==> config.mk <==
export PLATFORM = sky130hd
export DESIGN_NAME = pc_predict_fetch
export DESIGN_NICKNAME = d
export VERILOG_FILES = /design/src/rtl/pc_predict_fetch.sv
export SDC_FILE = /design/constraint.sdc
export NUM_CORES = 2
export LEC_CHECK = 0
export ABC_AREA = 1
export BUFFER_PORTS_ARGS = -buffer_cell sky130_fd_sc_hd__buf_2
export CELL_PAD_IN_SITES_DETAIL_PLACEMENT = 0
export CELL_PAD_IN_SITES_GLOBAL_PLACEMENT = 1
export CORE_MARGIN = 2
export CORE_UTILIZATION = 42
export CTS_CLUSTER_SIZE = 16
export DETAILED_ROUTE_END_ITERATION = 8
export PLACE_DENSITY = 0.82
export SYNTH_ARGS = -nofsm -noshare
export SYNTH_HDL_FRONTEND = slang
export SYNTH_SLANG_ARGS = --single-unit
==> constraint.sdc <==
create_clock -name i_Clk -period 30.2 [get_ports i_Clk]
set_input_delay 3.02 -clock i_Clk [delete_from_list [all_inputs] [get_ports i_Clk]]
set_output_delay 3.02 -clock i_Clk [all_outputs]
set_load 0.05 [all_outputs]
==> src/rtl/pc_predict_fetch.sv <==
// Fetch PC generator with a direct-mapped BTB and 2-bit direction counters.
// Issues the fetch PC and its prediction, and absorbs redirects and training from Execute.
module pc_predict_fetch #(
  parameter int                 WIDTH    = 32,
  parameter int                 IDX_BITS = 4,
  parameter logic [WIDTH-1:0]   RESET_PC = '0
) (
  input  logic             i_Clk,
  input  logic             i_Rst,
  input  logic             i_Stall,
  input  logic             i_Redirect,
  input  logic [WIDTH-1:0] i_Redirect_PC,
  input  logic             i_Upd_En,
  input  logic [WIDTH-1:0] i_Upd_PC,
  input  logic [WIDTH-1:0] i_Upd_Target,
  input  logic             i_Upd_Taken,
  output logic [WIDTH-1:0] o_PC,
  output logic [WIDTH-1:0] o_PPC,
  output logic             o_Pred_Taken
);

  localparam int ENTRIES = 1 << IDX_BITS;
  localparam int TAG_W   = WIDTH - IDX_BITS - 2;

  logic [WIDTH-1:0]    pc_q;
  logic                valid_q  [ENTRIES];
  logic [TAG_W-1:0]    tag_q    [ENTRIES];
  logic [WIDTH-1:0]    target_q [ENTRIES];
  logic [1:0]          ctr_q    [ENTRIES];

  logic [IDX_BITS-1:0] look_idx;
  logic [TAG_W-1:0]    look_tag;
  logic                look_hit;
  logic [IDX_BITS-1:0] upd_idx;
  logic [TAG_W-1:0]    upd_tag;
  logic                upd_hit;
  logic                unused_low_bits;

  // Low address bits never matter: instructions are word-aligned.
  assign unused_low_bits = ^{i_Redirect_PC[1:0], i_Upd_PC[1:0], i_Upd_Target[1:0]};

  assign look_idx = pc_q[IDX_BITS+1:2];
  assign look_tag = pc_q[WIDTH-1:IDX_BITS+2];
  assign look_hit = valid_q[look_idx] && (tag_q[look_idx] == look_tag);

  assign upd_idx  = i_Upd_PC[IDX_BITS+1:2];
  assign upd_tag  = i_Upd_PC[WIDTH-1:IDX_BITS+2];
  assign upd_hit  = valid_q[upd_idx] && (tag_q[upd_idx] == upd_tag);

  always_comb begin
    o_Pred_Taken = look_hit && ctr_q[look_idx][1];
    o_PPC        = o_Pred_Taken ? target_q[look_idx] : pc_q + WIDTH'(4);
    o_PC         = pc_q;
  end

  always_ff @(posedge i_Clk or posedge i_Rst) begin
    if (i_Rst) begin
      pc_q <= {RESET_PC[WIDTH-1:2], 2'b00};
    end else if (i_Redirect) begin
      pc_q <= {i_Redirect_PC[WIDTH-1:2], 2'b00};
    end else if (!i_Stall) begin
      pc_q <= o_PPC;
    end
  end

  // Training runs regardless of stall/redirect; same-cycle lookups see old contents.
  always_ff @(posedge i_Clk or posedge i_Rst) begin
    if (i_Rst) begin
      for (int i = 0; i < ENTRIES; i++) begin
        valid_q[i]  <= 1'b0;
        tag_q[i]    <= '0;
        target_q[i] <= '0;
        ctr_q[i]    <= 2'b01;
      end
    end else if (i_Upd_En) begin
      if (upd_hit) begin
        if (i_Upd_Taken) begin
          ctr_q[upd_idx]    <= (ctr_q[upd_idx] == 2'b11) ? 2'b11 : ctr_q[upd_idx] + 2'd1;
          target_q[upd_idx] <= {i_Upd_Target[WIDTH-1:2], 2'b00};
        end else begin
          ctr_q[upd_idx]    <= (ctr_q[upd_idx] == 2'b00) ? 2'b00 : ctr_q[upd_idx] - 2'd1;
        end
      end else if (i_Upd_Taken) begin
        valid_q[upd_idx]  <= 1'b1;
        tag_q[upd_idx]    <= upd_tag;
        target_q[upd_idx] <= {i_Upd_Target[WIDTH-1:2], 2'b00};
        ctr_q[upd_idx]    <= 2'b10;
      end
    end
  end

endmodule
==> run metrics <==
antenna violations before repair=7; CP max FO=38; cts bufs inserted=109; H-tree Lvls=3; final core area utilization=between 40% and 50%; Leakage=~27 nW; Post-DP HPWL=around 110 mm; Arr. time, crit path=roughly 7 ns; layout cell share with drive strength beyond 1=7.10%; final hold vios=0; internal reg-to-reg setup slack=24.43 ns; hold endpoint=ctr_q[4]; Die Width=354 um; count leader, synth=nand2_1; Reg2Reg Capture Point=o_PC[4]; nature of the critical path startpoint=flip-flop; CTS Sinks=976; synth unique cells=41; Core Area=~120,000 um2; R2R depth=19; hold path start=ctr_q[4]; maximum vdd drop=0.0000495 V; TritonCTS clock tree=built; fin crit share=approximately a third; YS warnings=0; dominant synthesized flop cell=dfrtp_1; total power=approximately 3.9 mW; fillers=about 12,000; CP Class=flip-flop to output pin; Worst Path Required=27.18 ns; combinational family with the most area after synthesis=simple AND/OR/NAND/NOR gates; fin cells=8,674; asr flop ratio synth=100%; RSZ-0062 raised after global routing=false; number of max-cap violations=0; Yosys reg bits=976; Synth Area in Simple Gates=26.0%; die area=125,000 um2; remaining antenna violation count=0; multiplexer share of the synthesized area=0%; Worst Setup End Kind=output pin; DRC Markers=0; grt total ovfl=0; Syn Nets=between 7,000 and 8,000; xor and xnor area share after synthesis=0.460%; area grow syn2layout=10.1%; worst slew pin tran=1.14 ns; Final Slew Violations=0; DR vias=about 49,000; area occupied by multi-input gates=approximately 23,000 um2; CTS root buf=clkbuf_16; pwr/cell area=69.5 nW/um2; min-delay worst type=flip-flop to flip-flop; Post-synth top cells=nand2_1, o21ai_0, dfrtp_1; Seq/Total Area, Yosys=47.6%; Adder-Cell Fraction of Synth Area=0.0244%; die height=354 um; Post-Syn Area=51,400 um2; Syn Area/Cell=7.21 um2; Port Buffers=160; initial DRC count=6,179; DR vias/cell=approximately 5.6; hold path depth=2; vias in the first global route=44,800; Synth top area share=46.8%; Slew Limit Headroom=23.4%; Final TNS setup=0 ns; outcome=finished, final reports clean; Skew-Pair Late Insertion Delay=0.73 ns; num rows=128; Synth area leader=dfrtp_1; I/O pins=167; Max Fclk=101 MHz; reg2reg start=o_PC[4]; WL/cell=22.0 um; min cycle time layout=approximately 10 ns; PostCTS Resize Cnt=0; initial core utilization=between 40% and 50%; drt first pass iters=6; Final #Nets=7,061; number of synthesized flops with an enable pin=0; synthesized instance count=7,123; Final GP Congestion=around 0.92; WL final=191 mm; first-pass GRT wire length=287 mm; FF/Latch Area=24,500 um2; post-CTS setup buffers=0; clk buf depth=3; # setup viols final=0; Final Skew=just over 0.03 ns; GRT Util Overall=30.1%; clock transition at the registers of the reported paths=0.06 ns; top cells by area, synth=dfrtp_1, nand2_1, o21ai_0; post-synthesis compound-gate area fraction=between 10% and 20%; largest net degree at the start of global routing=173; Inst Count DP=about 8,500; Hold Buf Count CTS=0
-- kinds of logic after synthesis --
| family | count (synthesis) |
|---|---|
| and+or+nand+nor | 3407 |
| adders and majority gates | 1 |
| buffers and inverters | 907 |
| AOI/OAI and AO/OA | 1805 |
| xor gates and xnor gates | 27 |
| DFF | 976 |
-- cell type report --
type	instances	area share, %
inverters	383	2.59
clock inverters	41	0.994
repair buffers	248	2.72
clock buffers	158	5.60
multi-input cells	5240	41.2
diodes	3	0.0133
well taps	1625	3.60
flip-flops and latches	976	43.3
-- layer usage --
| layer | track usage, % | wire [um] |
|---|---|---|
| met5 | 0 | 37 |
| met4 | 11.0 | 7660 |
| met3 | 5.82 | 18500 |
| met2 | 45.9 | 83700 |
| met1 | 42.4 | 81000 |
-- power breakdown --
part           internal [mW]  leakage (nW)  switching (mW)
clock                  0.821          1.84           0.576
combinational          0.264          13.1           0.566
sequential              1.55          12.4           0.154
total                   2.63          27.3            1.30
-- per-stage QoR --
step | cell area (um2) | worst slack (ns) | hold slack (ns)
after floorplan | 51400 | 13.75 | 0.442
after global placement | 52800 | 21.29 | 0.451
after detailed placement | 52800 | 21.29 | 0.454
after CTS | 56500 | 20.49 | 0.463
after global routing | 56500 | 20.14 | 0.479
final | 56500 | 20.32 | 0.463
-- worst max-delay path by stage --
stage	startpoint	endpoint	cells past startpoint
2_1_floorplan	i_Rst	ctr_q[11]	1
3_3_place_gp	o_PC[4]	o_PPC[7]	18
3_5_place_dp	o_PC[4]	o_PPC[7]	18
4_1_cts	o_PC[4]	o_PPC[7]	18
5_1_grt	o_PC[4]	o_PPC[7]	20
6_report	o_PC[4]	o_PPC[6]	18
-- layout by cell type, fill, tap and decap left out, types with 14 or more instances in the layout --
cell and instances:
xor2_1 27, nor2_1 568, dfrtp_1 957, nand4_1 15
nand2_2 16, a22oi_1 16, a31oi_1 25, inv_1 371
a21oi_1 84, dfstp_2 16, and2_1 22, o21ai_0 1430
o22ai_1 86, nand3_1 234, o211ai_1 94, clkbuf_16 110
nand2_1 2503, buf_4 84, clkbuf_1 25, clkinv_2 25
o21ai_1 22, buf_2 158, a221oi_1 14, clkbuf_8 24
-- flip-flops by register name, summed over array words and instances (netlist names) --
| register | cells |
|---|---|
| target_q | 480 |
| valid_q | 16 |
| o_PC | 32 |
| tag_q | 416 |
| ctr_q | 32 |
-- critical path, stage by stage, from the launching register on --
cell,delay (ns)
dfrtp_2,0.71
buf_4,0.42
buf_4,0.44
nand2_1,0.12
clkinv_2,0.46
buf_4,0.83
nand2_1,0.16
nand2_1,0.24
inv_1,0.10
nand3_1,0.17
nand2_1,0.07
nor2_1,0.08
nand3b_1,0.12
nor2_2,0.12
buf_4,0.40
nand2_2,0.59
nand2_1,0.23
and2_1,0.41
buf_2,0.35
No activity file was read; power rests on OpenSTA's default activity.
